--- config.mk ---
export PLATFORM = sky130hd
export DESIGN_NAME = udp_rx_payload_fifo_flat
export DESIGN_NICKNAME = d
export VERILOG_FILES = /design/src/rtl/udp_rx_payload_fifo_if.sv /design/src/rtl/udp_rx_payload_fifo.sv /design/src/flat_wrapper.sv
export SDC_FILE = /design/constraint.sdc
export NUM_CORES = 2
export LEC_CHECK = 0
export ABC_AREA = 1
export ABC_CLOCK_PERIOD_IN_PS = 70500
export CAP_MARGIN = 20
export CORE_MARGIN = 1
export CORE_UTILIZATION = 55
export DETAILED_ROUTE_END_ITERATION = 12
export GPL_ROUTABILITY_DRIVEN = 0
export HOLD_SLACK_MARGIN = 0.1
export PLACE_DENSITY_LB_ADDON = 0.25
export SYNTH_ARGS = -nofsm -noshare
export SYNTH_HDL_FRONTEND = slang
export SYNTH_SLANG_ARGS = --single-unit
--- constraint.sdc ---
create_clock -name clkRx -period 70.5 [get_ports clkRx]
set_input_delay 14.1 -clock clkRx [delete_from_list [all_inputs] [get_ports clkRx]]
set_output_delay 14.1 -clock clkRx [all_outputs]
set_load 0.02 [all_outputs]
--- src/rtl/udp_rx_payload_fifo_if.sv ---
// ---------------------------------------------------------------------------
// udp_rx_payload_fifo_if
//   Bundles the receive byte stream and the byte-read port of the UDP payload
//   FIFO.
//   master : the side that drives the frame stream and read requests.
//   slave  : the FIFO itself.
// Signals
//   rx_frame, rx_byte_valid, rx_byte, rx_frame_end, rx_frame_ok : byte stream in
//   rd_en                                                        : read request
//   rd_data, rd_valid, empty, fill, pkt_count, drop_count        : FIFO status
// ---------------------------------------------------------------------------
interface udp_rx_payload_fifo_if #(
  parameter int ADDR_W = 9
);
  logic              rx_frame;
  logic              rx_byte_valid;
  logic [7:0]        rx_byte;
  logic              rx_frame_end;
  logic              rx_frame_ok;
  logic              rd_en;
  logic [7:0]        rd_data;
  logic              rd_valid;
  logic              empty;
  logic [ADDR_W:0]   fill;
  logic [15:0]       pkt_count;
  logic [15:0]       drop_count;

  modport master (
    output rx_frame, rx_byte_valid, rx_byte, rx_frame_end, rx_frame_ok, rd_en,
    input  rd_data, rd_valid, empty, fill, pkt_count, drop_count
  );

  modport slave (
    input  rx_frame, rx_byte_valid, rx_byte, rx_frame_end, rx_frame_ok, rd_en,
    output rd_data, rd_valid, empty, fill, pkt_count, drop_count
  );
endinterface

--- src/rtl/udp_rx_payload_fifo.sv ---
// ---------------------------------------------------------------------------
// udp_rx_payload_fifo
//   Extracts the UDP payload of each received Ethernet frame into a circular
//   byte buffer, each payload preceded by a 2-byte big-endian length header.
//   Bytes are written speculatively and only become readable once the frame
//   ends with rx_frame_ok; bad, truncated, oversize or no-space frames are
//   rolled back. A 1-cycle-latency byte read port drains committed data.
// Ports
//   clkRx : receive clock, all logic on its rising edge
//   rstn  : asynchronous active-low reset
//   bus   : slave side of udp_rx_payload_fifo_if (stream in, read port out)
// ---------------------------------------------------------------------------
module udp_rx_payload_fifo #(
  parameter int ADDR_W      = 9,
  parameter int MAX_PAYLOAD = 470,
  parameter int PAYLOAD_OFS = 42
) (
  input  logic                   clkRx,
  input  logic                   rstn,
  udp_rx_payload_fifo_if.slave   bus
);

  localparam int                DEPTH       = 1 << ADDR_W;
  localparam logic [ADDR_W:0]   DEPTH_V     = {1'b1, {ADDR_W{1'b0}}};
  localparam logic [15:0]       MAX_P       = 16'(MAX_PAYLOAD);
  localparam logic [10:0]       IDX_LEN_HI  = 11'(PAYLOAD_OFS - 4);
  localparam logic [10:0]       IDX_LEN_LO  = 11'(PAYLOAD_OFS - 3);
  localparam logic [10:0]       IDX_PLEN_HI = 11'(PAYLOAD_OFS - 2);
  localparam logic [10:0]       IDX_PLEN_LO = 11'(PAYLOAD_OFS - 1);
  localparam logic [10:0]       BIDX_MAX    = 11'd2047;

  typedef enum logic [2:0] {
    ST_IDLE    = 3'd0,
    ST_HDR     = 3'd1,
    ST_PAYLOAD = 3'd2,
    ST_WAITEND = 3'd3,
    ST_DROP    = 3'd4
  } state_t;

  logic [7:0]       mem [DEPTH];

  state_t           state_r;
  logic [10:0]      bidx_r;
  logic [15:0]      udp_len_r;
  logic [15:0]      remaining_r;
  logic [ADDR_W:0]  wr_ptr_r;
  logic [ADDR_W:0]  spec_ptr_r;
  logic [ADDR_W:0]  rd_ptr_r;
  logic [ADDR_W:0]  fill_r;
  logic             empty_r;
  logic [7:0]       rd_data_r;
  logic             rd_valid_r;
  logic [15:0]      pkt_count_r;
  logic [15:0]      drop_count_r;
  // Set by reset: a frame may already be in flight, so everything up to the
  // next rx_frame_end (or an idle line) must be ignored.
  logic             skip_r;

  logic             byte_s;
  logic [15:0]      plen_s;
  logic [ADDR_W:0]  free_s;
  logic [16:0]      need_s;
  logic             hdr_drop_s;
  logic             we_s;
  logic [7:0]       wdata_s;
  logic             commit_s;
  logic             rd_acc_s;
  logic [ADDR_W:0]  wr_ptr_nxt_s;
  logic [ADDR_W:0]  rd_ptr_nxt_s;

  // A frame end wins over a same-cycle byte, which is then discarded.
  assign byte_s       = bus.rx_byte_valid & bus.rx_frame & ~bus.rx_frame_end;
  assign plen_s       = udp_len_r - 16'd8;
  assign free_s       = DEPTH_V - (spec_ptr_r - rd_ptr_r);
  assign need_s       = {1'b0, plen_s} + 17'd2;
  assign hdr_drop_s   = (udp_len_r < 16'd8) | (plen_s > MAX_P) | (need_s > 17'(free_s));
  assign commit_s     = bus.rx_frame_end & bus.rx_frame_ok & ~skip_r & (state_r == ST_WAITEND);
  assign rd_acc_s     = bus.rd_en & ~empty_r;
  assign wr_ptr_nxt_s = commit_s ? spec_ptr_r : wr_ptr_r;
  assign rd_ptr_nxt_s = rd_acc_s ? (rd_ptr_r + {{ADDR_W{1'b0}}, 1'b1}) : rd_ptr_r;

  // Buffer write enable and data: length header in HDR, payload in PAYLOAD.
  always_comb begin
    we_s    = 1'b0;
    wdata_s = 8'h00;
    case (state_r)
      ST_HDR: begin
        if (byte_s && (bidx_r == IDX_PLEN_HI) && !hdr_drop_s) begin
          we_s    = 1'b1;
          wdata_s = plen_s[15:8];
        end else if (byte_s && (bidx_r == IDX_PLEN_LO)) begin
          we_s    = 1'b1;
          wdata_s = plen_s[7:0];
        end else begin
          we_s    = 1'b0;
          wdata_s = 8'h00;
        end
      end
      ST_PAYLOAD: begin
        if (byte_s) begin
          we_s    = 1'b1;
          wdata_s = bus.rx_byte;
        end else begin
          we_s    = 1'b0;
          wdata_s = 8'h00;
        end
      end
      default: begin
        we_s    = 1'b0;
        wdata_s = 8'h00;
      end
    endcase
  end

  // Buffer write port (no reset: plain inferred RAM).
  always_ff @(posedge clkRx) begin
    if (we_s) begin
      mem[spec_ptr_r[ADDR_W-1:0]] <= wdata_s;
    end
  end

  // Read port, committed/read pointers and registered fill/empty.
  always_ff @(posedge clkRx or negedge rstn) begin
    if (!rstn) begin
      rd_ptr_r   <= '0;
      wr_ptr_r   <= '0;
      fill_r     <= '0;
      empty_r    <= 1'b1;
      rd_data_r  <= 8'h00;
      rd_valid_r <= 1'b0;
    end else begin
      if (rd_acc_s) begin
        rd_data_r  <= mem[rd_ptr_r[ADDR_W-1:0]];
        rd_valid_r <= 1'b1;
      end else begin
        rd_valid_r <= 1'b0;
      end
      rd_ptr_r <= rd_ptr_nxt_s;
      wr_ptr_r <= wr_ptr_nxt_s;
      // Computed from the next pointers so a commit and a read in the same
      // cycle both land in fill.
      fill_r   <= wr_ptr_nxt_s - rd_ptr_nxt_s;
      empty_r  <= (wr_ptr_nxt_s == rd_ptr_nxt_s);
    end
  end

  // Frame parser FSM: byte index, speculative pointer and frame counters.
  always_ff @(posedge clkRx or negedge rstn) begin
    if (!rstn) begin
      state_r      <= ST_IDLE;
      bidx_r       <= 11'd0;
      udp_len_r    <= 16'd0;
      remaining_r  <= 16'd0;
      spec_ptr_r   <= '0;
      pkt_count_r  <= 16'd0;
      drop_count_r <= 16'd0;
      skip_r       <= 1'b1;
    end else begin
      if (!bus.rx_frame) begin
        bidx_r <= 11'd0;
      end else if (bus.rx_byte_valid && (bidx_r != BIDX_MAX)) begin
        bidx_r <= bidx_r + 11'd1;
      end else begin
        bidx_r <= bidx_r;
      end

      if (we_s) begin
        spec_ptr_r <= spec_ptr_r + {{ADDR_W{1'b0}}, 1'b1};
      end

      if (bus.rx_frame_end) begin
        skip_r  <= 1'b0;
        state_r <= ST_IDLE;
        if (!skip_r) begin
          if (commit_s) begin
            pkt_count_r <= pkt_count_r + 16'd1;
          end else begin
            spec_ptr_r   <= wr_ptr_r;
            drop_count_r <= drop_count_r + 16'd1;
          end
        end
      end else begin
        if (!bus.rx_frame) begin
          skip_r <= 1'b0;
        end
        case (state_r)
          ST_IDLE: begin
            if (byte_s && !skip_r) begin
              state_r <= ST_HDR;
            end
          end
          ST_HDR: begin
            if (byte_s) begin
              if (bidx_r == IDX_LEN_HI) begin
                udp_len_r[15:8] <= bus.rx_byte;
              end else if (bidx_r == IDX_LEN_LO) begin
                udp_len_r[7:0] <= bus.rx_byte;
              end else if (bidx_r == IDX_PLEN_HI) begin
                if (hdr_drop_s) begin
                  state_r <= ST_DROP;
                end
              end else if (bidx_r == IDX_PLEN_LO) begin
                remaining_r <= plen_s;
                state_r     <= (plen_s == 16'd0) ? ST_WAITEND : ST_PAYLOAD;
              end
            end
          end
          ST_PAYLOAD: begin
            if (byte_s) begin
              remaining_r <= remaining_r - 16'd1;
              if (remaining_r == 16'd1) begin
                state_r <= ST_WAITEND;
              end
            end
          end
          ST_WAITEND: begin
            state_r <= ST_WAITEND;
          end
          ST_DROP: begin
            spec_ptr_r <= wr_ptr_r;
          end
          default: begin
            state_r <= ST_IDLE;
          end
        endcase
      end
    end
  end

  assign bus.rd_data    = rd_data_r;
  assign bus.rd_valid   = rd_valid_r;
  assign bus.empty      = empty_r;
  assign bus.fill       = fill_r;
  assign bus.pkt_count  = pkt_count_r;
  assign bus.drop_count = drop_count_r;

endmodule

--- src/flat_wrapper.sv ---
// flat-port wrapper written by rule: the top's interface ports become plain ports
module udp_rx_payload_fifo_flat 
#(
  parameter int ADDR_W      = 9,
  parameter int MAX_PAYLOAD = 470,
  parameter int PAYLOAD_OFS = 42
)
  (clkRx, rstn, bus_rx_frame, bus_rx_byte_valid, bus_rx_byte, bus_rx_frame_end, bus_rx_frame_ok, bus_rd_en, bus_rd_data, bus_rd_valid, bus_empty, bus_fill, bus_pkt_count, bus_drop_count);
  udp_rx_payload_fifo_if #(.ADDR_W(ADDR_W)) bus_i ();
  input  logic clkRx;
  input  logic rstn;
  input wire logic [$bits(bus_i.rx_frame)-1:0] bus_rx_frame;
  input wire logic [$bits(bus_i.rx_byte_valid)-1:0] bus_rx_byte_valid;
  input wire logic [$bits(bus_i.rx_byte)-1:0] bus_rx_byte;
  input wire logic [$bits(bus_i.rx_frame_end)-1:0] bus_rx_frame_end;
  input wire logic [$bits(bus_i.rx_frame_ok)-1:0] bus_rx_frame_ok;
  input wire logic [$bits(bus_i.rd_en)-1:0] bus_rd_en;
  output wire logic [$bits(bus_i.rd_data)-1:0] bus_rd_data;
  output wire logic [$bits(bus_i.rd_valid)-1:0] bus_rd_valid;
  output wire logic [$bits(bus_i.empty)-1:0] bus_empty;
  output wire logic [$bits(bus_i.fill)-1:0] bus_fill;
  output wire logic [$bits(bus_i.pkt_count)-1:0] bus_pkt_count;
  output wire logic [$bits(bus_i.drop_count)-1:0] bus_drop_count;
  assign bus_i.rx_frame = bus_rx_frame;
  assign bus_i.rx_byte_valid = bus_rx_byte_valid;
  assign bus_i.rx_byte = bus_rx_byte;
  assign bus_i.rx_frame_end = bus_rx_frame_end;
  assign bus_i.rx_frame_ok = bus_rx_frame_ok;
  assign bus_i.rd_en = bus_rd_en;
  assign bus_rd_data = bus_i.rd_data;
  assign bus_rd_valid = bus_i.rd_valid;
  assign bus_empty = bus_i.empty;
  assign bus_fill = bus_i.fill;
  assign bus_pkt_count = bus_i.pkt_count;
  assign bus_drop_count = bus_i.drop_count;
  udp_rx_payload_fifo #(.ADDR_W(ADDR_W), .MAX_PAYLOAD(MAX_PAYLOAD), .PAYLOAD_OFS(PAYLOAD_OFS)) u_core (.clkRx(clkRx), .rstn(rstn), .bus(bus_i));
endmodule
After elaboration in Yosys (flattened, before gate mapping)

Memory sizes are Yosys's and may differ from the RTL's. A register that Yosys moved wholly into a read port is not among the register bits.
Index checks and enable logic that the tools add are counted.

Mux-type cells: 41
Magnitude comparators: 3
$mul: 0
Reduce and logical (&&, ||, !) cells: 17
Add/sub/neg operators: 11
Bitwise gates (word level): 13
Divide/modulo/power cells: 0
Shifts and indexed selects: 0
Eq/ne operators: 28

Operator list:

| operator                                                       | number |
|---|---|
| two-way mux 16 bit                                             | 6 |
| two-way mux 10 bit                                             | 7 |
| == test 11 x 6 -> 1 bit, second input constant                 | 4 |
| adder 16 x 1 -> 16 bit, second input constant                  | 2 |
| one-hot mux 16 bit (2 select lines)                            | 1 |
| two-way mux 3 bit                                              | 10 |
| two-way mux 8 bit                                              | 3 |
| two-way mux 11 bit                                             | 2 |
| adder 10 x 1 -> 10 bit, second input constant                  | 2 |
| subtractor 10 bit                                              | 2 |
| adder 16 x 2 -> 17 bit, second input constant                  | 1 |
| greater-than comparator 17 x 10 -> 1 bit                       | 1 |
| == test 16 x 1 -> 1 bit, second input constant                 | 1 |
| greater-than comparator 16 x 9 -> 1 bit, second input constant | 1 |
| zero test 16 bit                                               | 1 |
| less-than comparator 16 x 4 -> 1 bit, second input constant    | 1 |
| one-hot mux 8 bit (2 select lines)                             | 1 |
| subtractor 16 x 1 -> 16 bit, second input constant             | 1 |
| subtractor 16 x 4 -> 16 bit, second input constant             | 1 |
| one-hot mux 3 bit (5 select lines)                             | 1 |
| != test 3 x 2 -> 1 bit, second input constant                  | 4 |
| adder 11 x 1 -> 11 bit, second input constant                  | 1 |
| != test 11 bit, second input constant                          | 1 |
| == test 10 bit                                                 | 1 |
| 23 further kinds                                               | 57 |

Word-level logic and storage cells: 128
Memories kept: 1
Bits in latches: 0
Input bits: 15
Bits in read-only memories: 0
Output and inout bits: 52
Flip-flop bits (word level): 121
Bits in writable memories: 4096

Memories:

| memory     | words | width | rd ports | clocked after memory_dff | write ports | RTL line                  | RTL |
|---|---|---|---|---|---|---|---|
| u_core.mem | 512   | 8     | 1        | 1                        | 1           | udp_rx_payload_fifo.sv:40 | `logic [7:0] mem [DEPTH];` |

Logic depth before layout (Yosys ltp)

Depth after elaboration: 12
Gate-level depth with buffers: 34
Mapped depth without buffers: 28

Worst setup path after synthesis

Ideal clock, no wire load.

Path kind: input to register
Start point: in bus_rx_frame_end
End point: mem u_core.mem[0][1] (data pin)
Arrival: 36.078 ns
Path buffers: 2
Path slack: 30.105 ns
Library setup time: 4.318 ns
Required time: 66.182 ns
Stages: 9
Cell sequence: buf_2 -> nor2_1 -> inv_1 -> nor2_1 -> inv_1 -> nand2_1 -> nand2_1 -> clkbuf_1 -> o32ai_1

Cells in the longest elaborated chain, start to end: 6
Elaborated cells between the ends (all ways): 9
Classes of those cells: mux (4); bitwise (2); reduce/logical (3)

RTL lines:

| element                                                | RTL line                                             | RTL |
|---|---|---|
| from (decl)                                            | flat_wrapper.sv:15                                   | `input wire logic [$bits(bus_i.rx_frame_end)-1:0] bus_rx_frame_end;` |
| NOT 1 bit *                                            | udp_rx_payload_fifo.sv:72                            | `assign byte_s = bus.rx_byte_valid & bus.rx_frame & ~bus.rx_frame_end;` |
| AND 1 bit *                                            | udp_rx_payload_fifo.sv:72                            |  |
| logical AND 1 bit (on tied branches)                   | udp_rx_payload_fifo.sv:91, udp_rx_payload_fifo.sv:88 |  |
| two-way mux 8 bit or logical AND 1 bit (tied branches) | udp_rx_payload_fifo.sv:91, udp_rx_payload_fifo.sv:88 |  |
| two-way mux 8 bit                                      | udp_rx_payload_fifo.sv:88                            | `if (byte_s && (bidx_r == IDX_PLEN_HI) && !hdr_drop_s) begin` |
| one-hot mux 8 bit (2 select lines) *                   | udp_rx_payload_fifo.sv:86                            | `case (state_r)` |
| via u_core.wdata_s[1]                                  | udp_rx_payload_fifo.sv:65                            | `logic [7:0] wdata_s;` |
| to (decl)                                              | udp_rx_payload_fifo.sv:40                            |  |

The timed path passes the listed nets; every way through them passes the cells marked *.

Worst setup path after layout

Start point: in bus_rx_frame
End point: mem u_core.mem[82][6] (data pin)

Cells in the longest elaborated chain, start to end: 6
Elaborated cells between the ends (all ways): 9
Classes of those cells: mux (4); bitwise (2); reduce/logical (3)

RTL lines:

| element                                                | RTL line                                             | RTL |
|---|---|---|
| from (decl)                                            | flat_wrapper.sv:12                                   | `input wire logic [$bits(bus_i.rx_frame)-1:0] bus_rx_frame;` |
| AND 1 bit * (2 in series)                              | udp_rx_payload_fifo.sv:72                            |  |
| logical AND 1 bit (on tied branches)                   | udp_rx_payload_fifo.sv:91, udp_rx_payload_fifo.sv:88 |  |
| two-way mux 8 bit or logical AND 1 bit (tied branches) | udp_rx_payload_fifo.sv:91, udp_rx_payload_fifo.sv:88 |  |
| two-way mux 8 bit                                      | udp_rx_payload_fifo.sv:88                            |  |
| one-hot mux 8 bit (2 select lines) *                   | udp_rx_payload_fifo.sv:86                            |  |
| via u_core.wdata_s[6]                                  | udp_rx_payload_fifo.sv:65                            |  |

Marked as above.

==> flow_summary.yaml <==
global_routing:
  track_usage: 0.3114
  first_global_vias: 112758
  grt_overflow: 0
  antenna_found_initial: 13
  grt_pass1_wl_um: 725800
  grt_max_degree: 262
min_path:
  hp-class: "reg -> reg"
  hold_depth: 1
place:
  dpl_worst_slack_ps: 50480
  place_hpwl_um: 283000
  dp_cells: 17396
  io_buffers: 66
critical_path:
  worstPathRequired_ps: 71120
  worstPathCellList: "clkdlybuf4s50_1 -> nand2_1 -> nor2_1 -> inv_1 -> nor2_1 -> inv_1 -> nand2_1 -> nand2_1 -> o22ai_4 -> buf_12 -> buf_4 -> buf_4 -> buf_4"
  slowest_stage: "buf_4"
  crit_type: "in -> reg"
  cp_max_fo: 154
  path_delay_family: "buffers and inverters"
  crit_path_end_kind: "register"
  path_buf_inv: 7
  ff2ff_path_depth: 25
  cpPeakStageDelay_ps: 840
  critPathArrivalTime_ps: 19780
  path_depth: 13
  cp-start-kind: "primary input"
synthesis:
  synth_top_area_frac: 0.7205
  synth_compound_area_frac: 0.09801
  netlist_area_mm2: 0.1707
  synth_top_family_by_area: "simple AND/OR/NAND/NOR gates"
  ys_ff_latch: 4225
  synth_cell_type_count: 46
  syn_inst: 14022
  seq_area_frac_synth: 0.7395
  yosys.area_share.simple: 0.1269
  synth_xor_area_frac: 0.003694
  netlist_top_cells_area: "edfxtp_1 (72%), o21ai_0 (4.9%), nand2_1 (4.8%)"
  synth.avg_cell_area_um2: 12.17
  synth_mux_area_frac: 0.0009968
  yosysTopAreaCell: "edfxtp_1"
  synth_nets: 14090
  yosys_warnings: 0
  synth_fa_ha_area_frac: 0.003973
cts:
  clock-root-buffer: "clkbuf_16"
  cts_resized: 0
  cts_buffers: 408
  clkLatencyLatePin_ps: 990
  clk_path_buf_depth: 4
  cts_hold_buffers: 0
  htree_levels: 5
  clock-sinks: 4225
  cts.clk_slew.worst_paths_ps: 60
  cts_tree: "done"
  cts_setup_buffers: 0
final_layout:
  nFillCells: 23244
  areaGrowthSynthToFinish_pct: 10.24
  instances_no_fill: 18159
  nets: 13757
  final_cell_mix: "edfxtp_1 (4096), nor2_1 (2181), nand2_1 (2181), o21ai_0 (1673), o22ai_1 (793)"
  drive_gt1_frac: 0.05957
  layout_commonest_cell: "edfxtp_1"
sta:
  rsz0062_at_grt: "false"
  finalSetupViolCount: 0
  finalHoldViolations: 0
  skew_ps: 59.75
  worstMarginPinSlew_ps: 1214
  fin_crit_sh: 0.2717
  max_freq_mhz: 52.20
  layout_min_cycle_time_ps: 19160
  slew_violations: 0
  max_slew_margin: 0.1910
  worst_slack_ps: 51340
  final.setup.tns_ps: 0
power_and_ir_drop:
  p_leak_nw: 67.76
  power_density_mw_per_mm2: 35.17
  vdd_drop_max_v: 0.00003443
die:
  dieArea_mm2: 0.3126
  dieWidth_um: 559.1
  dieHeight_um: 559.1
  core_area_mm2: 0.3088
  rows: 204
  ios: 67
  initial_core_util: 0.5527
detailed_routing:
  routed_via_density: 6.430
  ant_nets: 0
  routed_wl_um: 498700
  routedWlPerCell_um: 27.46
  drc_errors: 0
  dr.pass1.iters: 7
  drtIter0Drc: 18149
  vias: 116770
run:
  drv_cap: 0
status:
  status: "finished, final reports clean"
-- final timing paths --
check,from,to,slack (ps)
max in group asynchronous,rstn,u_core.rd_ptr_r[3],55880
hold / removal,u_core.bus.pkt_count[15],u_core.bus.pkt_count[15],480
setup / recovery,bus_rx_frame,u_core.mem[82][6],51340
min in group asynchronous,rstn,u_core.bus.drop_count[8],13170
setup reg to reg,u_core.rd_ptr_r[0],u_core.mem[82][6],61780
hold reg to reg,u_core.bus.pkt_count[15],u_core.bus.pkt_count[15],480
-- Yosys cell counts (all sizes together) --
cell type,count
inv,162
nor2,2192
nor3,223
o221ai,1
o41ai,1
nand4,15
dfrtp,127
nand2,2199
xor2,52
xnor2,20
a221o,1
o32ai,4
nand3,757
nor4,7
a21oi,587
dfstp,2
and3,1
a22o,1
ha,51
o211ai,19
o21bai,3
clkinv,5
mux2i,17
clkbuf,629
o31ai,1
a31oi,3
nand3b,3
a21o,5
a211oi,18
fa,2
or2,1
o21ai,1674
edfxtp,4096
o22ai,796
buf,347
-- worst reg2reg max path: cells and delay by family, from the launching register on --
kind	cells	cell delay [ps]
adder cells (fa/ha/maj)	4	1130
XOR/XNOR	1	250
buffers and inverters	6	3880
AO/OA/AOI/OAI	6	1010
AND/OR/NAND/NOR	8	1350
flip-flops	1	720
-- power breakdown --
group	internal, mW	switching (mW)
clock	1.29	0.952
combinational	0.403	1.19
sequential	2.75	0.0352
-- state kept, by name, indices dropped and copies added, names as in the netlist --
name                   cells
u_core.bus.rd_valid        1
u_core.skip_r              1
u_core.bus.empty           1
u_core.bus.pkt_count      16
u_core.bus.drop_count     16
u_core.remaining_r        16
u_core.rd_ptr_r           10
u_core.bus.fill           10
u_core.udp_len_r          16
u_core.state_r             3
u_core.wr_ptr_r           10
u_core.bidx_r             11
u_core.spec_ptr_r         10
u_core.mem              4096
u_core.bus.rd_data         8
-- stage by stage --
| step | hold slack, ps | utilization | cell area [um^2] | power (mW) |
|---|---|---|---|---|
| 2_1_floorplan | 452.8 | - | 170700 | 3.786 |
| 3_3_place_gp | 462.0 | 0.5645 | 174400 | 4.342 |
| 3_5_place_dp | 456.0 | 0.5646 | 174400 | 4.358 |
| 4_1_cts | 478.0 | 0.6091 | 188100 | 6.567 |
| 5_1_grt | 485.8 | 0.6093 | 188200 | 6.807 |
| 6_report | 482.1 | 0.6093 | 188200 | 6.619 |
-- final cells by class --
class,count,area (um^2),share of cell area
Antenna cell,5,12.51,0.00006649
Multi-Input combinational cell,8654,40130,0.2133
Tap cell,4120,5155,0.02739
Sequential cell,4225,126300,0.6709
Clock inverter,265,3110,0.01653
Inverter,167,661.9,0.003517
Clock buffer,490,10630,0.05649
Timing Repair Buffer,233,2231,0.01185
-- cell families after synthesis --
family,Yosys count
compound gates,3114
flops,4225
mux,17
xor+xnor,72
fa+ha+maj,53
buf+inv,1143
simple gates,5398
-- routing by layer --
layer,share of wire,global-route usage
met5,0.00018,0
met2,0.45,0.4734
met1,0.37,0.4217
met4,0.053,0.1521
met3,0.13,0.07826
Power figures use the tool's default switching activity.
